===== config.mk =====
export PLATFORM = sky130hd
export DESIGN_NAME = shift_subtract_divider
export DESIGN_NICKNAME = d
export VERILOG_FILES = /design/src/rtl/shift_subtract_divider.sv
export SDC_FILE = /design/constraint.sdc
export NUM_CORES = 1
export LEC_CHECK = 0
export ABC_AREA = 1
export CAP_MARGIN = 20
export CORE_MARGIN = 4
export CORE_UTILIZATION = 44
export CTS_CLUSTER_SIZE = 28
export DETAILED_ROUTE_END_ITERATION = 10
export PLACE_DENSITY = 0.72
export SLEW_MARGIN = 20
export SYNTH_ARGS = -nofsm -noshare
export SYNTH_HDL_FRONTEND = slang
export SYNTH_SLANG_ARGS = --single-unit

===== constraint.sdc =====
create_clock -name clk -period 1.8 [get_ports clk]
set_clock_uncertainty 0.1 [all_clocks]
set_input_delay 0.27 -clock clk [delete_from_list [all_inputs] [get_ports clk]]
set_output_delay 0.27 -clock clk [all_outputs]
set_load 0.02 [all_outputs]

===== src/rtl/shift_subtract_divider.sv =====
// Sequential restoring divider: one quotient bit per clock, start/busy/done handshake.
// A zero divisor takes a one-edge path that reports all-ones quotient and div_by_zero.
module shift_subtract_divider #(
  parameter int unsigned DW = 8,
  parameter int unsigned VW = 3
) (
  input  logic          clk,
  input  logic          rst_n,
  input  logic          start,
  input  logic [DW-1:0] dividend,
  input  logic [VW-1:0] divisor,
  output logic          busy,
  output logic          done,
  output logic [DW-1:0] quotient,
  output logic [VW-1:0] remainder,
  output logic          div_by_zero
);

  localparam int unsigned CW = (DW > 1) ? $clog2(DW) : 1;

  typedef enum logic [1:0] {
    StIdle,
    StRun,
    StFin
  } state_e;

  state_e        r_state,   w_state_nxt;
  logic [DW-1:0] r_sreg,    w_sreg_nxt;
  logic [VW:0]   r_rem,     w_rem_nxt;
  logic [VW-1:0] r_divisor, w_divisor_nxt;
  logic [CW-1:0] r_cnt,     w_cnt_nxt;
  logic          r_dz,      w_dz_nxt;
  logic [DW-1:0] r_quot,    w_quot_nxt;
  logic [VW-1:0] r_remo,    w_remo_nxt;
  logic          r_dbz,     w_dbz_nxt;

  // One restoring step: shift in the next dividend bit, subtract if it fits.
  logic [VW:0]   w_trial;
  logic          w_ge;
  logic [VW:0]   w_rem_step;
  logic [DW-1:0] w_sreg_step;

  // Single-iteration datapath (unsigned, VW+1 bits so the compare cannot overflow)
  always_comb begin
    w_trial     = {r_rem[VW-1:0], r_sreg[DW-1]};
    w_ge        = (w_trial >= {1'b0, r_divisor});
    w_rem_step  = w_ge ? (w_trial - {1'b0, r_divisor}) : w_trial;
    w_sreg_step = {r_sreg[DW-2:0], w_ge};
  end

  // State register
  always_ff @(posedge clk or negedge rst_n) begin
    if (!rst_n) begin
      r_state <= StIdle;
    end else begin
      r_state <= w_state_nxt;
    end
  end

  // Datapath and result registers
  always_ff @(posedge clk or negedge rst_n) begin
    if (!rst_n) begin
      r_sreg    <= '0;
      r_rem     <= '0;
      r_divisor <= '0;
      r_cnt     <= '0;
      r_dz      <= 1'b0;
      r_quot    <= '0;
      r_remo    <= '0;
      r_dbz     <= 1'b0;
    end else begin
      r_sreg    <= w_sreg_nxt;
      r_rem     <= w_rem_nxt;
      r_divisor <= w_divisor_nxt;
      r_cnt     <= w_cnt_nxt;
      r_dz      <= w_dz_nxt;
      r_quot    <= w_quot_nxt;
      r_remo    <= w_remo_nxt;
      r_dbz     <= w_dbz_nxt;
    end
  end

  // Next-state and datapath control
  always_comb begin
    w_state_nxt   = r_state;
    w_sreg_nxt    = r_sreg;
    w_rem_nxt     = r_rem;
    w_divisor_nxt = r_divisor;
    w_cnt_nxt     = r_cnt;
    w_dz_nxt      = r_dz;
    w_quot_nxt    = r_quot;
    w_remo_nxt    = r_remo;
    w_dbz_nxt     = r_dbz;

    case (r_state)
      // FIN accepts start exactly like IDLE so operations can run back to back.
      StIdle, StFin: begin
        if (start) begin
          w_state_nxt   = StRun;
          w_sreg_nxt    = dividend;
          w_rem_nxt     = '0;
          w_divisor_nxt = divisor;
          // A zero divisor spends a single hidden RUN cycle (busy stays low)
          // so its done pulse lands one edge after acceptance.
          w_dz_nxt      = (divisor == '0);
          w_cnt_nxt     = (divisor == '0) ? '0 : CW'(DW - 1);
        end else begin
          w_state_nxt = StIdle;
        end
      end

      StRun: begin
        if (r_dz) begin
          w_state_nxt = StFin;
          w_quot_nxt  = '1;
          w_remo_nxt  = '0;
          w_dbz_nxt   = 1'b1;
        end else begin
          w_sreg_nxt = w_sreg_step;
          w_rem_nxt  = w_rem_step;
          if (r_cnt == '0) begin
            w_state_nxt = StFin;
            w_quot_nxt  = w_sreg_step;
            // Final remainder is below the divisor, so the top bit is always zero.
            w_remo_nxt  = w_rem_step[VW-1:0];
            w_dbz_nxt   = 1'b0;
          end else begin
            w_cnt_nxt = r_cnt - 1'b1;
          end
        end
      end

      default: begin
        w_state_nxt = StIdle;
      end
    endcase
  end

  // Outputs come straight from registers; no input-to-output combinational path.
  assign busy        = (r_state == StRun) && !r_dz;
  assign done        = (r_state == StFin);
  assign quotient    = r_quot;
  assign remainder   = r_remo;
  assign div_by_zero = r_dbz;

endmodule


# ---- Yosys cells after proc, flatten, opt, wreduce, memory -nomap -nowiden
# Cells that the tools add are included.
dict set report totals {
  out_inout_bits 14
  input_bits 14
  elab_cells 52
  regBits 32
}
dict set report classes {
  eq_ne 6
  addsub 2
  magnitude_cmp 1
  n_reduce_logical 12
  mux 22
}
# op n
set op_table {}
lappend op_table {{$mux 8} 4}
lappend op_table {{$mux 3} 9}
lappend op_table {{$pmux 8 s2} 1}
lappend op_table {{$pmux 3 s2} 2}
lappend op_table {{$logic_not 3->1} 2}
lappend op_table {{$ne 2x2->1 const B} 3}
lappend op_table {{$ge 4x3->1} 1}
lappend op_table {{$mux 2} 2}
lappend op_table {{$pmux 2 s2} 1}
lappend op_table {{$reduce_and 2->1} 2}
lappend op_table {{$reduce_and 4->1} 1}
lappend op_table {{$reduce_bool 2->1} 2}
lappend op_table {{$mux 1} 3}
lappend op_table {{$ne 3x3->1 const B} 1}
lappend op_table {{$reduce_and 3->1} 1}
lappend op_table {{$sub 3x1->3 const B} 1}
lappend op_table {{$sub 3x3->3} 1}
lappend op_table {{$eq 2x1->1 const B} 1}
lappend op_table {{$eq 2x2->1 const B} 1}
lappend op_table {{$logic_not 2->1} 1}
lappend op_table {{$reduce_or 2->1} 1}
lappend op_table {{$logic_and 1x1->1} 1}
lappend op_table {{$logic_not 1->1} 1}

# ---- Longest topological paths before layout
# Gate-level depths: netlist of run 1.
dict set report logic_depth {
  word_depth 4
  ltp_mapped 11
  ltp_nobuf 11
}

# ---- Worst setup path after synthesis of run 1
# Ideal clock, no wire load.
dict set report synth_timing {
  kind {register to register}
  from {register r_sreg[7]}
  to {register r_quot[0], in the netlist quotient[0]}
  arrival_time_ns 1.475
  setup_time_ns 0.120
  t_required_ns 1.580
  path_buffers 0
  setup_slack_ns 0.104
  path_stages_with_launch 11
  synth_period_minus_slack_ns 1.696
  cell_sequence {dfrtp_1 -> inv_1 -> ha_1 -> inv_1 -> fa_1 -> nand2_1 -> nand2_1 -> inv_1 -> nand2_1 -> o21ai_1 -> nand2_1}
}
dict set report synth_via {
  elab_chain_cells 3
}
# element line_no
set synth_rtl {}
lappend synth_rtl {{start, declared} 28} ;# logic [DW-1:0] r_sreg, w_sreg_nxt;
lappend synth_rtl {{start signal, assigned} 72} ;# r_sreg <= w_sreg_nxt;
lappend synth_rtl {{$ge 4x3->1} 46} ;# w_ge = (w_trial >= {1'b0, r_divisor});
lappend synth_rtl {{$mux 8} 121} ;# if (r_cnt == '0) begin
lappend synth_rtl {{$mux 8} 113} ;# if (r_dz) begin
lappend synth_rtl {{end signal, assigned} 77} ;# r_quot <= w_quot_nxt;
lappend synth_rtl {{end, declared} 33} ;# logic [DW-1:0] r_quot, w_quot_nxt;
# Every way passes these cells. The select of a mux whose other input is x is not followed.
# A chain may end at the register's enable or synchronous reset.

# ---- Final worst setup path of run 1
dict set report layout_timing {
  from {register r_sreg[7]}
  to {register r_remo[0], in the netlist remainder[0]}
}
dict set report layout_via {
  elab_chain_cells 4
  elab_cells_between_ends 5
  cone_classes {add/sub: 1; order compare: 1; mux: 3}
}
# element line_no
set layout_rtl {}
lappend layout_rtl {{$ge 4x3->1 / $sub 3x3->3 (equally long branches)} {46, 47}}
lappend layout_rtl {{$mux 3 (*)} 47} ;# w_rem_step = w_ge ? (w_trial - {1'b0, r_divisor}) : w_trial;
lappend layout_rtl {{$mux 3 (*)} 121}
lappend layout_rtl {{$mux 3 (*)} 113}
lappend layout_rtl {{end signal, assigned} 78} ;# r_remo <= w_remo_nxt;
lappend layout_rtl {{end, declared} 34} ;# logic [VW-1:0] r_remo, w_remo_nxt;
# Mark *: on every way between the ends. The rest lies on a longest branch, timed or not. The select of a mux whose other input is x is not followed.

==> run metrics, run 1 <==
leakage=around 0.0011 µW; total power density per cell area=between 2000 and 2500 mW/mm²; share of cells above drive strength 1=0.2265; DIE AREA=0.005006 mm²; antenna violations before repair=0; category of the worst setup path launch point=flop; Peak VDD IR=1226 µV; width of the die=~71 µm; Max Clock Freq=602.4 MHz; initial core utilization=0.4629; Synth cell types=23; fraction of synthesized cell area taken by the top area cell type=0.4621; final instance area=roughly 0.0021 mm²; Clock Tree Buf Depth=2; first-pass GRT wire length=5.492 mm; Clock Sinks=32; DP Wirelength=roughly 2.4 mm; number of cells produced by synthesis=between 150 and 200; routability congestion estimate from global placement=0.8820; hold slack=between 0.2 and 0.3 ns; CP Cell Sequence=inv_1 -> ha_1 -> inv_1 -> fa_2 -> nand2_1 -> nand2_1 -> inv_2 -> nand2_2 -> nand2_1 -> nand3_1 -> nand2_1; Total Nets Final=254; Mapped Nets=roughly 220; worst max-slew margin expressed relative to the limit=0.7343; family of cells with the greatest summed delay on the critical path=adder cells; #FFs+latches synth=32; number of failing hold endpoints at the final stage=0; clock-pin slew on the worst setup and hold paths=0.06 ns; die height=between 70 and 80 µm; number of hold buffers added after CTS=0; Ys Warns=0; TritonCTS clock tree=done; Detailed Routing Iterations Pass 1=4; kind of critical path=reg2reg; core occupancy in the finished layout=0.5732; Worst Max-Slew Pin Slew=~0.4 ns; aggregate routed wire length=~3.1 mm; area of the core=~0.0037 mm²; crit path capture type=flop; Max Transition Viols Final=0; CP peak stage delay=roughly 0.36 ns; fin crit share=0.9222; Routed Antenna Nets=0; synthesized area divided by synthesized cell count=8.708 µm²; PostCTS Resize Cnt=2; antenna diode count=0; drc violations=0; wire length per cell after detailed routing=11.15 µm; outcome=complete, no violations; vias post-DR=~1300; maximum fanout count along the critical path=5; portion of the post-synthesis area used by sequential elements=0.4621; maximum number of pins on one net before global-route repair=33; total global-route track usage=0.1401; # placed instances=around 280; CTS H-Tree Depth=2; critical path's slowest cell=dfrtp_1; clk root buf=clkbuf_8; RSZ-0062 raised after global routing=yes; Placed Instance Area=slightly above 0.002 mm²; Critical path buffers and inverters=3; minimum clock period after layout=approximately 1.7 ns; clock latency of the later-clocked register in the worst-skew pair=roughly 0.28 ns; CP required=approximately 1.9 ns; netlist area before placement=around 0.0017 mm²; arrival time at the worst endpoint=about 1.8 ns; top cells by area in the synthesized netlist=dfrtp_1, nand2_1, o21ai_2; number of max-cap violations=0; GR Overflow Total=0; number of placed I/O pins=28; number of buffers created by CTS=5; area added between synthesis and finish=23.83%; placement row count=22; detail-routed via count per cell=roughly 4.7; path category of the worst min-delay check=in2async; final setup vio count=0; number of non-filler instances in the completed layout=~280; number of buffers added on ports=27; largest area contributor in the netlist=dfrtp_1; Worst path most repeated cell=nand2_1; number of violations reported at the end of detailed-routing iteration 0=62; vias in the first global route=1261; Post-CTS Setup Bufs=0
## path summary, 6_finish.rpt
| path | start | end | slack [ns] | cells after the start |
|---|---|---|---|---|
| min in group clk | remainder[2]$_DFFE_PN0P_ | remainder[2]$_DFFE_PN0P_ | 0.38 | 2 |
| min | rst_n | r_divisor[1]$_DFFE_PN0N_ | 0.28 | 2 |
| min reg2reg | remainder[2]$_DFFE_PN0P_ | remainder[2]$_DFFE_PN0P_ | 0.38 | 2 |
| max reg2reg | r_sreg[7]$_DFFE_PN0P_ | remainder[0]$_DFFE_PN0P_ | 0.14 | 11 |
| max in group asynchronous | rst_n | r_sreg[3]$_DFFE_PN0P_ | 1.03 | 2 |
| max | r_sreg[7]$_DFFE_PN0P_ | remainder[0]$_DFFE_PN0P_ | 0.14 | 11 |
## cell usage in the layout (no fill, tap or decap), types with 2 or more instances in the layout
cell             netlist  layout
inv_2                  3       4
clkdlybuf4s50_1        0      25
nand2_1               55      54
clkbuf_8               0       5
ha_1                   5       5
o21ai_1                8       7
nand2_4                3       3
nor2_1                14      14
nand3_1               10      10
clkinv_1               2       2
inv_4                  2       2
nand2_2               11      12
o21ai_2               14      15
buf_4                  0       5
dlygate4sd2_1          0       2
o21ai_0                7       7
dfrtp_1               32      32
inv_1                 21      20
xnor2_1                2       2
## state kept, by name (all words and copies together), names as in the netlist
| register | cells |
|---|---|
| r_dz | 1 |
| quotient | 8 |
| div_by_zero | 1 |
| remainder | 3 |
| r_rem | 3 |
| r_cnt | 3 |
| r_divisor | 3 |
| r_sreg | 8 |
| r_state | 2 |
## where the power goes
part           total, µW  switching [µW]  internal [µW]
Clock                506             243            262
Combinational       2580            1550           1030
Sequential          1280             216           1070
## metrics by stage
stage | worst slack, ns | setup TNS [ns] | power, µW
after floorplan | 0.1042 | 0 | 3239
after CTS | 0.02341 | 0 | 4379
after detailed placement | 0.03845 | 0 | 3884
after global placement | 0.07738 | 0 | 3814
final | 0.1401 | 0 | 4362
after global routing | -0.01060 | -0.02091 | 4772
## per-layer routing
| layer | GRT usage | wire, µm | vias to the layer above |
|---|---|---|---|
| met1 | 0.1829 | 1470 | 612 |
| met5 | 0 | 0 | - |
| met3 | 0.03267 | 159 | 9 |
| li1 | - | - | 682 |
| met4 | 0.09812 | 101 | 0 |
| met2 | 0.2039 | 1412 | 29 |
## cell families after synthesis
group | count (synthesis) | share of synthesized area
and+or+nand+nor | 96 | 0.2592
DFF | 32 | 0.4621
buffers and inverters | 33 | 0.09747
xor gates and xnor gates | 2 | 0.01011
adders and majority gates | 6 | 0.04765
AOI/OAI and AO/OA | 30 | 0.1235
## Yosys cell counts (all sizes together)
cell type / number
inv: 26
fa: 1
xnor2: 2
clkinv: 2
ha: 5
o21ai: 30
dfrtp: 32
nand2: 69
nand3: 10
nor2: 17
buf: 5
## final cells by class
cell class	instances	area (µm²)
well taps	48	60.06
fillers	369	1598
repair buffers	33	325.3
inverters	28	110.1
multi-input cells	134	772.0
flip-flops and latches	32	800.8
clock inverters	1	5.005
clock buffers	6	72.57
Note: power is estimated with default switching activity, not from simulation.
==> inputs of run 2 (changes only) <==
Settings changed: HOLD_SLACK_MARGIN set to 0.08, RECOVER_POWER set to 25.
==> run 2 against run 1 <==
Net effect:
- via count unchanged
- flip-flop and latch count did not move
- global-route usage unchanged
- first-iteration DRC count did not move
- combinational power about the same
- critical path depth unchanged
- critical endpoint unchanged
==> run metrics, run 2 (same netlist as run 1, synthesis figures left out) <==
number of buffers created by CTS=5; Sequential Power Share=0.294; fin crit share=0.9222; CP peak stage delay=0.36 ns; maximum number of pins on one net before global-route repair=33; Critical path buffers and inverters=3; placement row count=22; Worst path most repeated cell=nand2_1; total power density per cell area=2035 mW/mm²; DIE AREA=between 0.005 and 0.006 mm²; Clock Tree Buf Depth=2; aggregate routed wire length=3.141 mm; worst-case reg-to-reg path depth=11; maximum fanout count along the critical path=5; routability congestion estimate from global placement=0.8820; share of cells above drive strength 1=0.2265; area added between synthesis and finish=23.68%; detail-routed via count per cell=~4.7; relative contribution of combinational cells to total power=0.590; clock-pin slew on the worst setup and hold paths=0.06 ns; Detailed Routing Iterations Pass 1=4; Clock Sinks=32; critical path's slowest cell=dfrtp_1; number of violations reported at the end of detailed-routing iteration 0=62; DP Wirelength=2.403 mm; worst max-slew margin expressed relative to the limit=0.4800; antenna violations before repair=0; clock share of power=0.116; family of cells with the greatest summed delay on the critical path=adder cells; number of max-cap violations=0; flop-to-flop setup slack=~0.14 ns; CP required=~1.9 ns; final setup vio count=0; crit path capture type=flop; Worst Max-Slew Pin Slew=about 0.8 ns; first-pass GRT wire length=5.492 mm; vias in the first global route=1261; path category of the worst min-delay check=reg2reg; Total Nets Final=approximately 250; CTS H-Tree Depth=2; RSZ-0062 raised after global routing=yes; kind of critical path=reg2reg; R2R Path End=remainder[0]$_DFFE_PN0P_; drc violations=0; number of non-filler instances in the completed layout=between 200 and 300; total global-route track usage=0.1401; CP Cell Sequence=inv_1 -> ha_1 -> inv_1 -> fa_2 -> nand2_1 -> nand2_1 -> inv_2 -> nand2_2 -> nand2_1 -> nand3_1 -> nand2_1; outcome=complete, no violations; initial core utilization=0.4629; category of the worst setup path launch point=flop; number of failing hold endpoints at the final stage=0; arrival time at the worst endpoint=between 1.5 and 2 ns; Max Transition Viols Final=0; TritonCTS clock tree=done; destination of the critical timing path=remainder[0]$_DFFE_PN0P_; power dissipated by switching net loads=roughly 2000 µW; most common cell after layout, fill and taps aside=nand2_1; number of hold buffers added after CTS=0; core occupancy in the finished layout=0.5725; Power Internal=2356 µW; width of the die=between 70 and 80 µm; critical path depth=11; antenna diode count=0; # placed instances=about 280; Routed Antenna Nets=0; PostCTS Resize Cnt=2; leakage=about 0.0011 µW; Worst setup startpoint=r_sreg[7]$_DFFE_PN0P_; commonest non-fill, non-tap cells in the layout=nand2_1, dfrtp_1, clkdlybuf4s50_1; clock latency of the later-clocked register in the worst-skew pair=around 0.28 ns; die height=about 71 µm; switching part of the total=0.4598; wire length per cell after detailed routing=roughly 11 µm; minimum clock period after layout=1.660 ns; clk root buf=clkbuf_8; startpoint of the most critical register-to-register path=r_sreg[7]$_DFFE_PN0P_; vias post-DR=between 1000 and 1500; total of fill cells in the finished design=369; area of the core=between 0.003 and 0.004 mm²; number of buffers added on ports=27; GR Overflow Total=0; Max Clock Freq=~600 MHz; number of placed I/O pins=28; Peak VDD IR=1226 µV; Post-CTS Setup Bufs=0
run 2: cell count changes in the layout (fill, tap and decap cells not counted), sizes merged:
| cell | delta |
|---|---|
| dlygate4sd3 | +1 |
| clkdlybuf4s50 | -1 |
| buf | -1 |
| clkbuf | +1 |
run 2: final cells by class:
class                   instances  area, µm²  share of cell area
inverters                      28      110.1             0.05137
flip-flops and latches         32      800.8              0.3736
multi-input cells             134      772.0              0.3602
repair buffers                 33      322.8              0.1506
clock buffers                   6      72.57             0.03386
well taps                      48      60.06             0.02802
clock inverters                 1      5.005            0.002335
run 2: how the worst min path moves through the flow:
stage | from | to | slack (ns) | cells after the start
after global placement | remainder[2]$_DFFE_PN0P_ | remainder[2]$_DFFE_PN0P_ | 0.36 | 2
after global routing | div_by_zero$_DFFE_PN0P_ | div_by_zero$_DFFE_PN0P_ | 0.40 | 2
after floorplan | rst_n | div_by_zero$_DFFE_PN0P_ | -0.13 | 0
after CTS | rst_n | r_divisor[1]$_DFFE_PN0N_ | 0.30 | 2
after detailed placement | remainder[2]$_DFFE_PN0P_ | remainder[2]$_DFFE_PN0P_ | 0.37 | 2
final | remainder[2]$_DFFE_PN0P_ | remainder[2]$_DFFE_PN0P_ | 0.38 | 2
run 2: power by group through the flow:
stage | sequential, µW | clock [µW] | combinational, µW
floorplan | 1390 | 0 | 1850
global placement | 1280 | 0 | 2530
detailed placement | 1290 | 0 | 2590
CTS | 1290 | 521 | 2570
global route | 1330 | 555 | 2890
finish | 1280 | 506 | 2570
run 2: stage by stage:
stage               setup slack (ns)  area, µm²  hold slack [ns]  setup TNS [ns]  total power [µW]
floorplan                     0.1042       1733          -0.1256               0              3239
global placement             0.07738       2062           0.3630               0              3814
detailed placement           0.03845       2062           0.3696               0              3884
CTS                          0.02341       2137           0.2957               0              4379
global route                -0.01060       2143           0.4031        -0.02091              4771
finish                        0.1401       2143           0.3813               0              4361
run 2: layer usage:
metal	up-vias	part of all wire	wire, µm	global-route usage
met4	0	0.032	101	0.09812
met2	29	0.45	1411	0.2039
met3	9	0.051	159	0.03267
met5	-	0	0	0
li1	682	-	-	-
met1	612	0.47	1469	0.1829
run 2: worst min-delay path: stages (launching register included):
cell and delay (ns):
dfrtp_1 0.35, nand2_1 0.05, nand2_1 0.05
